$ cat src/rtl/mac_pkg.sv
// mac_pkg: shared FSM state encoding and default widths for the MAC accumulator
package mac_pkg;
  localparam int DEF_PROD_WIDTH = 8;
  localparam int DEF_ACC_WIDTH  = 16;
  localparam int DEF_LEN_WIDTH  = 8;
  typedef enum logic [1:0] {S_IDLE, S_ACCUM, S_HOLD} state_t;
endpackage

$ cat src/rtl/mac_sat_adder.sv
// mac_sat_adder: combinational saturating adder, signed or unsigned
// Ports: i_a, i_b   operands, already extended to W bits by the caller
//        i_sign     1 = two's complement, 0 = unsigned
//        o_sum      saturated sum
//        o_sat      the exact sum was out of range and was clamped
module mac_sat_adder #(
  parameter int W = 16
) (
  input  logic [W-1:0] i_a,
  input  logic [W-1:0] i_b,
  input  logic         i_sign,
  output logic [W-1:0] o_sum,
  output logic         o_sat
);
  logic [W:0] w_raw;
  logic       w_s_ovf;
  assign w_raw   = {1'b0, i_a} + {1'b0, i_b};
  // signed overflow: operands agree in sign but the result does not
  assign w_s_ovf = (i_a[W-1] == i_b[W-1]) && (w_raw[W-1] != i_a[W-1]);
  assign o_sat   = i_sign ? w_s_ovf : w_raw[W];
  // signed clamp direction follows the common operand sign
  assign o_sum   = !o_sat ? w_raw[W-1:0] :
                   !i_sign ? {W{1'b1}} :
                   i_a[W-1] ? {1'b1, {(W-1){1'b0}}} : {1'b0, {(W-1){1'b1}}};
endmodule

$ cat src/rtl/mac_accumulator.sv
// mac_accumulator: accumulates Length products with saturation, then holds the result
// Ports: i_clk/i_rst        clock, async active-high reset
//        i_start/i_length/i_sign  begin a run (IDLE only), term count, signedness
//        i_abort            synchronous cancel from any state
//        i_product/i_in_valid/o_in_ready  product input handshake
//        o_acc_out/o_overflow/o_out_valid/i_out_ready  result handshake
//        o_busy             not in IDLE
module mac_accumulator
  import mac_pkg::*;
#(
  parameter int PROD_WIDTH = DEF_PROD_WIDTH,
  parameter int ACC_WIDTH  = DEF_ACC_WIDTH,
  parameter int LEN_WIDTH  = DEF_LEN_WIDTH
) (
  input  logic                  i_clk,
  input  logic                  i_rst,
  input  logic                  i_start,
  input  logic [LEN_WIDTH-1:0]  i_length,
  input  logic                  i_sign,
  input  logic                  i_abort,
  input  logic [PROD_WIDTH-1:0] i_product,
  input  logic                  i_in_valid,
  output logic                  o_in_ready,
  output logic [ACC_WIDTH-1:0]  o_acc_out,
  output logic                  o_out_valid,
  input  logic                  i_out_ready,
  output logic                  o_overflow,
  output logic                  o_busy
);
  state_t                r_state, w_next;
  logic [ACC_WIDTH-1:0]  r_acc, w_ext, w_sum;
  logic [LEN_WIDTH-1:0]  r_cnt;
  logic                  r_sign, r_ovf, w_sat, w_xfer, w_begin;
  assign w_xfer  = (r_state == S_ACCUM) && i_in_valid;
  assign w_begin = (r_state == S_IDLE) && i_start;
  assign w_ext   = r_sign ? {{(ACC_WIDTH-PROD_WIDTH){i_product[PROD_WIDTH-1]}}, i_product}
                          : {{(ACC_WIDTH-PROD_WIDTH){1'b0}}, i_product};
  mac_sat_adder #(.W(ACC_WIDTH)) u_add (
    .i_a    (r_acc),
    .i_b    (w_ext),
    .i_sign (r_sign),
    .o_sum  (w_sum),
    .o_sat  (w_sat)
  );
  always_comb begin
    w_next = i_abort ? S_IDLE :
             w_begin ? (i_length == '0 ? S_HOLD : S_ACCUM) :
             (w_xfer && r_cnt == LEN_WIDTH'(1)) ? S_HOLD :
             (r_state == S_HOLD && i_out_ready) ? S_IDLE : r_state;
  end
  always_ff @(posedge i_clk or posedge i_rst) begin
    if (i_rst) r_state <= S_IDLE;
    else       r_state <= w_next;
  end
  always_ff @(posedge i_clk or posedge i_rst) begin
    if (i_rst) begin
      r_acc  <= '0;
      r_cnt  <= '0;
      r_ovf  <= 1'b0;
      r_sign <= 1'b0;
    end else if (i_abort) begin
      r_acc <= '0;
      r_cnt <= '0;
      r_ovf <= 1'b0;
    end else if (w_begin) begin
      r_acc  <= '0;
      r_cnt  <= i_length;
      r_ovf  <= 1'b0;
      r_sign <= i_sign;
    end else if (w_xfer) begin
      r_acc <= w_sum;
      r_cnt <= r_cnt - LEN_WIDTH'(1);
      r_ovf <= r_ovf | w_sat;
    end
  end
  assign o_acc_out   = r_acc;
  assign o_overflow  = r_ovf;
  assign o_in_ready  = r_state == S_ACCUM;
  assign o_out_valid = r_state == S_HOLD;
  assign o_busy      = r_state != S_IDLE;
endmodule
$ cat config.mk
export PLATFORM = sky130hd
export DESIGN_NAME = mac_accumulator
export DESIGN_NICKNAME = d
export VERILOG_FILES = /design/src/rtl/mac_pkg.sv /design/src/rtl/mac_sat_adder.sv /design/src/rtl/mac_accumulator.sv
export SDC_FILE = /design/constraint.sdc
export NUM_CORES = 1
export LEC_CHECK = 0
export ABC_AREA = 1
export CAP_MARGIN = 40
export CELL_PAD_IN_SITES_DETAIL_PLACEMENT = 1
export CELL_PAD_IN_SITES_GLOBAL_PLACEMENT = 1
export CORE_MARGIN = 4
export CORE_UTILIZATION = 39
export DETAILED_ROUTE_END_ITERATION = 12
export PLACE_DENSITY = 0.84
export SLEW_MARGIN = 10
export SYNTH_ARGS = -nofsm -noshare
export SYNTH_HDL_FRONTEND = slang
export SYNTH_HIERARCHICAL = 1
export SYNTH_SLANG_ARGS = --single-unit
$ cat constraint.sdc
create_clock -name i_clk -period 2.4 [get_ports i_clk]
set_input_delay 0.24 -clock i_clk [delete_from_list [all_inputs] [get_ports i_clk]]
set_output_delay 0.24 -clock i_clk [all_outputs]
set_load 0.02 [all_outputs]
==> results of run 1 <==
-- sequential cells by signal (all words and copies together), names as in the netlist --
signal      cells
o_acc_out      16
r_state         2
r_sign          1
r_cnt           8
o_overflow      1
-- routing by layer --
metal	vias to the layer above	track usage [%]	wire, µm	part of all wire, %
met5	-	0	0	0
met4	0	4.084	61	0.67
met3	4	1.723	258	2.8
met2	47	40.78	4899	54
met1	1413	26.37	3847	42
li1	1431	-	-	-
-- what timing repair did --
action                                  CTS  global route
endpoints found under the setup margin   11            16
pin swaps                                 0             3
setup buffers                             0             2
resized for setup                         1            19
gates cloned                              0             0
-- kinds of logic after synthesis --
family | synth area share (%)
buf+inv | 9.332
compound gates | 10.89
simple gates | 42.22
flops | 25.62
fa+ha+maj | 8.966
mux | 0.4117
xor+xnor | 2.562
-- worst max-delay path, delay by kind of cell --
| kind | cells | cell delay, ns |
|---|---|---|
| AO/OA/AOI/OAI | 4 | 0.68 |
| buffers and inverters | 3 | 0.76 |
| AND/OR/NAND/NOR | 6 | 0.54 |
| adder cells (fa/ha/maj) | 1 | 0.28 |
-- path summary, 6_finish.rpt --
| path | from | to | cells after the start |
|---|---|---|---|
| min | i_rst | r_cnt[0] | 3 |
| max in group asynchronous | i_rst | o_acc_out[4] | 3 |
| min in group i_clk | r_cnt[1] | r_cnt[1] | 2 |
| min reg2reg | r_cnt[1] | r_cnt[1] | 2 |
| max | i_product[7] | o_acc_out[1] | 14 |
| max reg2reg | r_sign | o_acc_out[1] | 14 |
-- metrics by stage --
step | instance area [µm²] | cells | setup slack, ns | TNS, ns
after floorplan | 2735 | 404 | 0.1448 | 0
after global placement | 3451 | 567 | -0.2361 | -3.422
after detailed placement | 3451 | 567 | -0.3464 | -5.101
after CTS | 3522 | 571 | 0.02094 | 0
after global routing | 3636 | 573 | -0.04101 | -0.1943
final | 3636 | 573 | 0.09268 | 0
-- power by group --
part           switching [µW]  leakage [µW]  internal (µW)
clock                     150     0.0000357            223
combinational             421       0.00140            303
sequential               48.8      0.000377            514
total                     620       0.00181           1040
-- cells in the mapped netlist --
master                     count  area (µm²)
sky130_fd_sc_hd__a21oi_1      20       100.1
sky130_fd_sc_hd__a21oi_2      14       122.6
sky130_fd_sc_hd__a21oi_4       1       16.27
sky130_fd_sc_hd__a31oi_1       1       6.260
sky130_fd_sc_hd__and2_4        1       8.760
sky130_fd_sc_hd__buf_12        1       20.02
sky130_fd_sc_hd__buf_2         1       5.000
sky130_fd_sc_hd__buf_4         2       15.01
sky130_fd_sc_hd__buf_6         4       45.04
sky130_fd_sc_hd__clkinv_2      1       5.000
sky130_fd_sc_hd__dfrtp_1      28       700.7
sky130_fd_sc_hd__fa_1          1       20.02
sky130_fd_sc_hd__ha_1         18       225.2
sky130_fd_sc_hd__inv_1        41       153.9
sky130_fd_sc_hd__inv_2         3       11.26
sky130_fd_sc_hd__mux2_2        1       11.26
sky130_fd_sc_hd__nand2_1     133       499.2
sky130_fd_sc_hd__nand2_2      24       150.1
sky130_fd_sc_hd__nand2_4       3       33.78
sky130_fd_sc_hd__nand3_1      40       200.2
sky130_fd_sc_hd__nand3_2       3       30.03
sky130_fd_sc_hd__nand3_4       2       35.03
sky130_fd_sc_hd__nand3b_1      2       15.01
sky130_fd_sc_hd__nand4_1       3       18.77
sky130_fd_sc_hd__nor2_1       33       123.9
sky130_fd_sc_hd__nor2_2        2       12.51
sky130_fd_sc_hd__nor2_4        1       11.26
sky130_fd_sc_hd__nor3_2        1       10.01
sky130_fd_sc_hd__o21ai_0       6       30.03
sky130_fd_sc_hd__o21ai_1       3       15.01
sky130_fd_sc_hd__o21bai_1      1       7.510
sky130_fd_sc_hd__or2_1         1       6.260
sky130_fd_sc_hd__xnor2_1       1       8.760
sky130_fd_sc_hd__xor2_1        7       61.31
-- area by class of cell --
cell class                 instances  area [µm²]  share of cell area, %
multi-input combinational        323        1866                  51.31
clock buffer                       3       41.29                  1.136
sequential                        28       700.7                  19.27
tap                               96       120.1                  3.304
timing repair buffer              77       703.2                  19.34
clock inverter                     1       30.03                 0.8259
inverter                          45       175.2                  4.818
==> impl_metrics.xml, run 1 <==
<?xml version="1.0" encoding="UTF-8"?>
<metrics>
  <group name="sta">
    <metric name="grt_setup_unrepaired" unit="">yes</metric>
    <metric name="maxSlewViolCount" unit="">0</metric>
    <metric name="finalSetupViolCount" unit="">0</metric>
    <metric name="layout_min_cycle_time" unit="ns">2.307</metric>
    <metric name="max_freq" unit="MHz">433.4</metric>
    <metric name="fin_skew" unit="ns">0.006151</metric>
    <metric name="min_period_over_period" unit="%">96.14</metric>
    <metric name="holdWs" unit="ns">0.3412</metric>
    <metric name="slew-limit-headroom" unit="%">75.32</metric>
    <metric name="timing_worst_slew_pin_value" unit="ns">0.3702</metric>
    <metric name="hold_viol" unit="">0</metric>
  </group>
  <group name="setup_path">
    <metric name="crit_path_class" unit="">input port to register</metric>
    <metric name="timing.critical_path.required" unit="ns">2.61</metric>
    <metric name="cpMaxStageDelayCell" unit="">sky130_fd_sc_hd__clkdlybuf4s50_1</metric>
    <metric name="worst_setup_path_start_kind" unit="">input port</metric>
    <metric name="timing.reg2reg.setup_slack" unit="ns">0.10</metric>
    <metric name="critical_path_arrival" unit="ns">2.51</metric>
    <metric name="path_cells" unit="">clkdlybuf4s50_1 &gt; nand2_2 &gt; inv_6 &gt; ha_1 &gt; a21oi_1 &gt; o21ai_1 &gt; a21oi_1 &gt; nand2_2 &gt; nand2_4 &gt; buf_6 &gt; nand3_1 &gt; nand2_1 &gt; nand2_1 &gt; a21oi_2</metric>
    <metric name="setup.worst_path.end_class" unit="">register</metric>
    <metric name="critPathMaxFanout" unit="">8</metric>
    <metric name="timing.critical_path.slowest_cell_delay" unit="ns">0.50</metric>
  </group>
  <group name="routing">
    <metric name="routedWlPerCell" unit="µm">15.82</metric>
    <metric name="first_pass_iters" unit="">4</metric>
    <metric name="dr.first_iter.drc_count" unit="">128</metric>
    <metric name="final_wirelength" unit="µm">9065</metric>
    <metric name="detailroute.via_count" unit="">2895</metric>
    <metric name="post_detailed_route_via_to_cell_ratio" unit="">5.052</metric>
    <metric name="detail-route-antenna-nets" unit="">0</metric>
    <metric name="drcViolationCount" unit="">0</metric>
  </group>
  <group name="cells_and_area">
    <metric name="finish.utilization" unit="%">53.52</metric>
    <metric name="most-common-layout-cells" unit="">sky130_fd_sc_hd__nand2_1 (129), sky130_fd_sc_hd__clkdlybuf4s50_1 (42), sky130_fd_sc_hd__inv_1 (40), sky130_fd_sc_hd__nand3_1 (40), sky130_fd_sc_hd__nor2_1 (33)</metric>
    <metric name="final_common_cell" unit="">sky130_fd_sc_hd__nand2_1</metric>
    <metric name="area.growth.synth_to_final" unit="%">32.94</metric>
    <metric name="num-fill-cells" unit="">889</metric>
    <metric name="fraction_of_final_layout_cells_with_drive_strength_greater_than_1" unit="%">23.27</metric>
    <metric name="layout.nets" unit="">520</metric>
    <metric name="diodes" unit="">0</metric>
  </group>
  <group name="status">
    <metric name="result_of_the_run" unit="">completed</metric>
  </group>
  <group name="placement">
    <metric name="place.detailed.hpwl" unit="µm">7129</metric>
    <metric name="port-buffer-count" unit="">42</metric>
    <metric name="place.gp.congestion" unit="">0.9048</metric>
  </group>
  <group name="yosys">
    <metric name="synth_area_per_cell" unit="µm²">6.770</metric>
    <metric name="yosys_register_bits" unit="">28</metric>
    <metric name="synth.cell_area" unit="µm²">2735</metric>
    <metric name="synthesis.instances" unit="">404</metric>
    <metric name="ys_seq_area_share" unit="%">25.62</metric>
    <metric name="netlist-cell-type-count" unit="">34</metric>
    <metric name="ys_warn_count" unit="">6</metric>
    <metric name="syn-num-nets" unit="">446</metric>
  </group>
  <group name="global_route">
    <metric name="largest_net_degree_at_the_start_of_global_routing" unit="">29</metric>
    <metric name="grt_pass1_wl" unit="µm">14710</metric>
    <metric name="antenna_found_initial" unit="">0</metric>
    <metric name="grt_use_total" unit="%">21.46</metric>
    <metric name="number_of_global_route_vias_before_repair" unit="">2980</metric>
    <metric name="grt_overflow_total" unit="">0</metric>
  </group>
  <group name="cts">
    <metric name="cts_hold_repair.buffers" unit="">0</metric>
    <metric name="clkLatencyLatePin" unit="ns">0.28</metric>
    <metric name="clkSlewWorstSetupHoldPaths" unit="ns">0.10</metric>
    <metric name="cts.htree.levels" unit="">1</metric>
    <metric name="clkSinkCount" unit="">28</metric>
    <metric name="clock_tree.buffer_depth" unit="">2</metric>
    <metric name="tritoncts.num_buffers" unit="">3</metric>
    <metric name="clockRootBuffer" unit="">sky130_fd_sc_hd__clkbuf_8</metric>
    <metric name="cts_tree" unit="">yes</metric>
  </group>
  <group name="die">
    <metric name="floorplan.die.width" unit="µm">91.75</metric>
    <metric name="die_area" unit="µm²">8417</metric>
    <metric name="ios" unit="">43</metric>
    <metric name="rows" unit="">30</metric>
    <metric name="initial_utilization" unit="%">40.26</metric>
    <metric name="core" unit="µm²">6794</metric>
    <metric name="dieHeight" unit="µm">91.75</metric>
  </group>
  <group name="job">
    <metric name="maxCapViolCount" unit="">0</metric>
  </group>
  <group name="power_and_ir_drop">
    <metric name="vdd_ir_drop_max" unit="V">0.0003342</metric>
    <metric name="totalPowerFinal" unit="µW">1661</metric>
    <metric name="static-leakage-power" unit="µW">0.001810</metric>
    <metric name="power.density" unit="nW/µm²">456.8</metric>
  </group>
  <group name="hold_path">
    <metric name="hold_path.class" unit="">input port to asynchronous set/reset pin</metric>
  </group>
</metrics>
Note: power is estimated with default switching activity, not from simulation.
==> run 2: changes to the inputs <==
ABC_CLOCK_PERIOD_IN_PS = 2400   (was not set)
CORE_MARGIN = 2   (was 4)
CTS_CLUSTER_SIZE = 12   (was not set)
==> run 2 against run 1 <==
  * Critical path depth is 2 higher
  * Clock skew hardly changed
  * Core utilization grew 2.0 points
  * Via count is 5.5% higher
  * Final cell count increased by 0.87%
  * Sequential share of layout area is 0.68 points lower
  * First-iteration DRC count shrank 9.4%
  * Final area up 3.6%
  * Global-route usage up 3.2 points
  * Worst hold slack got worse by 0.013 ns
  * Clock power up 2%
  * Routed wire length up 10%
  * Critical path type is now register to register
  * Largest cell class unchanged
==> impl_metrics.xml, run 2 (synthesis gave the netlist of run 1 again) <==
<?xml version="1.0" encoding="UTF-8"?>
<metrics>
  <group name="setup_path">
    <metric name="critical_path_arrival" unit="ns">2.57</metric>
    <metric name="timing.reg2reg.setup_slack" unit="ns">0.03</metric>
    <metric name="cpMaxStageDelayCell" unit="">sky130_fd_sc_hd__dfrtp_1</metric>
    <metric name="timing.critical_path.required" unit="ns">2.60</metric>
    <metric name="worst_setup_path_start_kind" unit="">register</metric>
    <metric name="cpMostUsedCell" unit="">sky130_fd_sc_hd__nand2_2</metric>
    <metric name="cpLargestDelayFamily" unit="">simple AND/OR/NAND/NOR gates</metric>
    <metric name="timing.critical_path.slowest_cell_delay" unit="ns">0.43</metric>
    <metric name="critPathMaxFanout" unit="">8</metric>
    <metric name="path_cells" unit="">nand2_2 &gt; inv_8 &gt; ha_4 &gt; nand2_2 &gt; inv_2 &gt; nand2_2 &gt; nand2_2 &gt; a21oi_4 &gt; nand2_2 &gt; nand2_2 &gt; nand3_4 &gt; nand2_4 &gt; nand2_4 &gt; nand2_2 &gt; nand2_1 &gt; a21oi_1</metric>
    <metric name="crit_path_class" unit="">register to register</metric>
    <metric name="setup.worst_path.end_class" unit="">register</metric>
    <metric name="timing.critical_path.buf_inv" unit="">2</metric>
  </group>
  <group name="cells_and_area">
    <metric name="area.growth.synth_to_final" unit="%">37.79</metric>
    <metric name="max_reg_flops" unit="">16</metric>
    <metric name="finish.utilization" unit="%">55.47</metric>
    <metric name="diodes" unit="">0</metric>
    <metric name="final_common_cell" unit="">sky130_fd_sc_hd__nand2_1</metric>
    <metric name="most-common-layout-cells" unit="">sky130_fd_sc_hd__nand2_1 (126), sky130_fd_sc_hd__clkdlybuf4s50_1 (41), sky130_fd_sc_hd__inv_1 (40)</metric>
    <metric name="final_design_area_no_fill" unit="µm²">3769</metric>
    <metric name="fraction_of_final_layout_cells_with_drive_strength_greater_than_1" unit="%">27.18</metric>
    <metric name="num-fill-cells" unit="">889</metric>
    <metric name="layout.nets" unit="">525</metric>
  </group>
  <group name="die">
    <metric name="dieHeight" unit="µm">87.75</metric>
    <metric name="rows" unit="">30</metric>
    <metric name="floorplan.die.width" unit="µm">87.75</metric>
    <metric name="initial_utilization" unit="%">40.26</metric>
    <metric name="die_area" unit="µm²">7699</metric>
    <metric name="ios" unit="">43</metric>
    <metric name="core" unit="µm²">6794</metric>
  </group>
  <group name="global_route">
    <metric name="met1_usage" unit="%">32.24</metric>
    <metric name="number_of_global_route_vias_before_repair" unit="">3084</metric>
    <metric name="grt_use_total" unit="%">24.68</metric>
    <metric name="grt_pass1_wl" unit="µm">15040</metric>
    <metric name="grt.busiest_layer" unit="">met2</metric>
    <metric name="antenna_found_initial" unit="">0</metric>
    <metric name="use_met2" unit="%">45.45</metric>
    <metric name="grt_overflow_total" unit="">0</metric>
    <metric name="largest_net_degree_at_the_start_of_global_routing" unit="">29</metric>
    <metric name="grt.met3_usage" unit="%">1.225</metric>
  </group>
  <group name="cts">
    <metric name="clkSinkCount" unit="">28</metric>
    <metric name="clkLatencyLatePin" unit="ns">0.28</metric>
    <metric name="clock_tree.buffer_depth" unit="">2</metric>
    <metric name="tritoncts.num_buffers" unit="">3</metric>
    <metric name="cts.htree.levels" unit="">1</metric>
    <metric name="clockRootBuffer" unit="">sky130_fd_sc_hd__clkbuf_8</metric>
    <metric name="clkSlewWorstSetupHoldPaths" unit="ns">0.10</metric>
    <metric name="cts_tree" unit="">yes</metric>
  </group>
  <group name="power_and_ir_drop">
    <metric name="vdd_ir_drop_max" unit="V">0.0005126</metric>
    <metric name="static-leakage-power" unit="µW">0.001855</metric>
    <metric name="power.density" unit="nW/µm²">456.9</metric>
  </group>
  <group name="routing">
    <metric name="detail-route-antenna-nets" unit="">0</metric>
    <metric name="routedWlPerCell" unit="µm">17.26</metric>
    <metric name="post_detailed_route_via_to_cell_ratio" unit="">5.282</metric>
    <metric name="drcViolationCount" unit="">0</metric>
    <metric name="first_pass_iters" unit="">4</metric>
    <metric name="final_wirelength" unit="µm">9978</metric>
    <metric name="detailroute.via_count" unit="">3053</metric>
    <metric name="dr.first_iter.drc_count" unit="">116</metric>
  </group>
  <group name="sta">
    <metric name="holdWs" unit="ns">0.3282</metric>
    <metric name="max_freq" unit="MHz">422.4</metric>
    <metric name="hold_viol" unit="">0</metric>
    <metric name="layout_min_cycle_time" unit="ns">2.367</metric>
    <metric name="min_period_over_period" unit="%">98.64</metric>
    <metric name="grt_setup_unrepaired" unit="">yes</metric>
    <metric name="maxSlewViolCount" unit="">0</metric>
    <metric name="fin_skew" unit="ns">0.005896</metric>
    <metric name="timing_worst_slew_pin_value" unit="ns">0.3739</metric>
    <metric name="finalSetupViolCount" unit="">0</metric>
    <metric name="slew-limit-headroom" unit="%">75.07</metric>
  </group>
  <group name="placement">
    <metric name="port-buffer-count" unit="">42</metric>
    <metric name="place.gp.congestion" unit="">0.9513</metric>
    <metric name="detailed_place.area" unit="µm²">3451</metric>
    <metric name="place.detailed.hpwl" unit="µm">7184</metric>
  </group>
  <group name="status">
    <metric name="result_of_the_run" unit="">completed</metric>
  </group>
  <group name="job">
    <metric name="maxCapViolCount" unit="">0</metric>
  </group>
  <group name="hold_path">
    <metric name="hold_path.class" unit="">input port to asynchronous set/reset pin</metric>
  </group>
</metrics>
## run 2: cell types whose count changed in the layout (fill, tap and decap cells not counted), sizes merged
cell / before / now
buf: 35 / 39
clkdlybuf4s50: 42 / 41
dlymetal6s2s: 0 / 1
nand2: 160 / 161
## run 2: final cells by class
type,count,area [µm²],share of cell area (%)
multi-input combinational,324,1963,52.09
timing repair buffer,81,735.7,19.52
sequential,28,700.7,18.59
inverter,45,177.7,4.714
tap,96,120.1,3.187
clock buffer,3,41.29,1.096
clock inverter,1,30.03,0.7968
## run 2: repair_timing
item | CTS | global route
hold buffers | 0 | 0
resized for setup | 1 | 36
pin swaps | 0 | 10
endpoints found under the setup margin | 16 | 16
gates cloned | 0 | 1
setup buffers | 0 | 7
## run 2: layer usage
metal	routed length (µm)	up-vias
met3	233	20
met5	0	-
met4	212	0
li1	-	1452
met1	4230	1513
met2	5301	68
## run 2: power by group
group	leakage [µW]	internal, µW	total, µW	switching, µW
Clock	0.0000357	223	379	156
Sequential	0.000377	514	568	53.9
Combinational	0.00144	317	775	458
## run 2: path summary, 6_finish.rpt
| path | startpoint | end | cells past startpoint |
|---|---|---|---|
| max in group asynchronous | i_rst | o_acc_out[15] | 3 |
| worst min register to register | r_cnt[4] | r_cnt[4] | 2 |
| worst max register to register | r_sign | o_acc_out[12] | 16 |
| worst min-delay path | i_rst | o_acc_out[12] | 3 |
| min in group i_clk | r_cnt[4] | r_cnt[4] | 2 |
| worst max-delay path | r_sign | o_acc_out[12] | 16 |
## run 2: through the flow
stage               std cells  total power [µW]  TNS, ns  worst slack [ns]
floorplan                 404             996.1        0            0.1448
global placement          567              1228   -2.713           -0.2003
detailed placement        567              1260   -5.543           -0.3618
CTS                       571              1648        0           0.01119
global route              578              1825  -0.4712          -0.05404
finish                    578              1722        0           0.03266
## run 2: worst min-delay path, delay by kind of cell
family,cells,cell delay [ns]
buffers and inverters,3,0.79
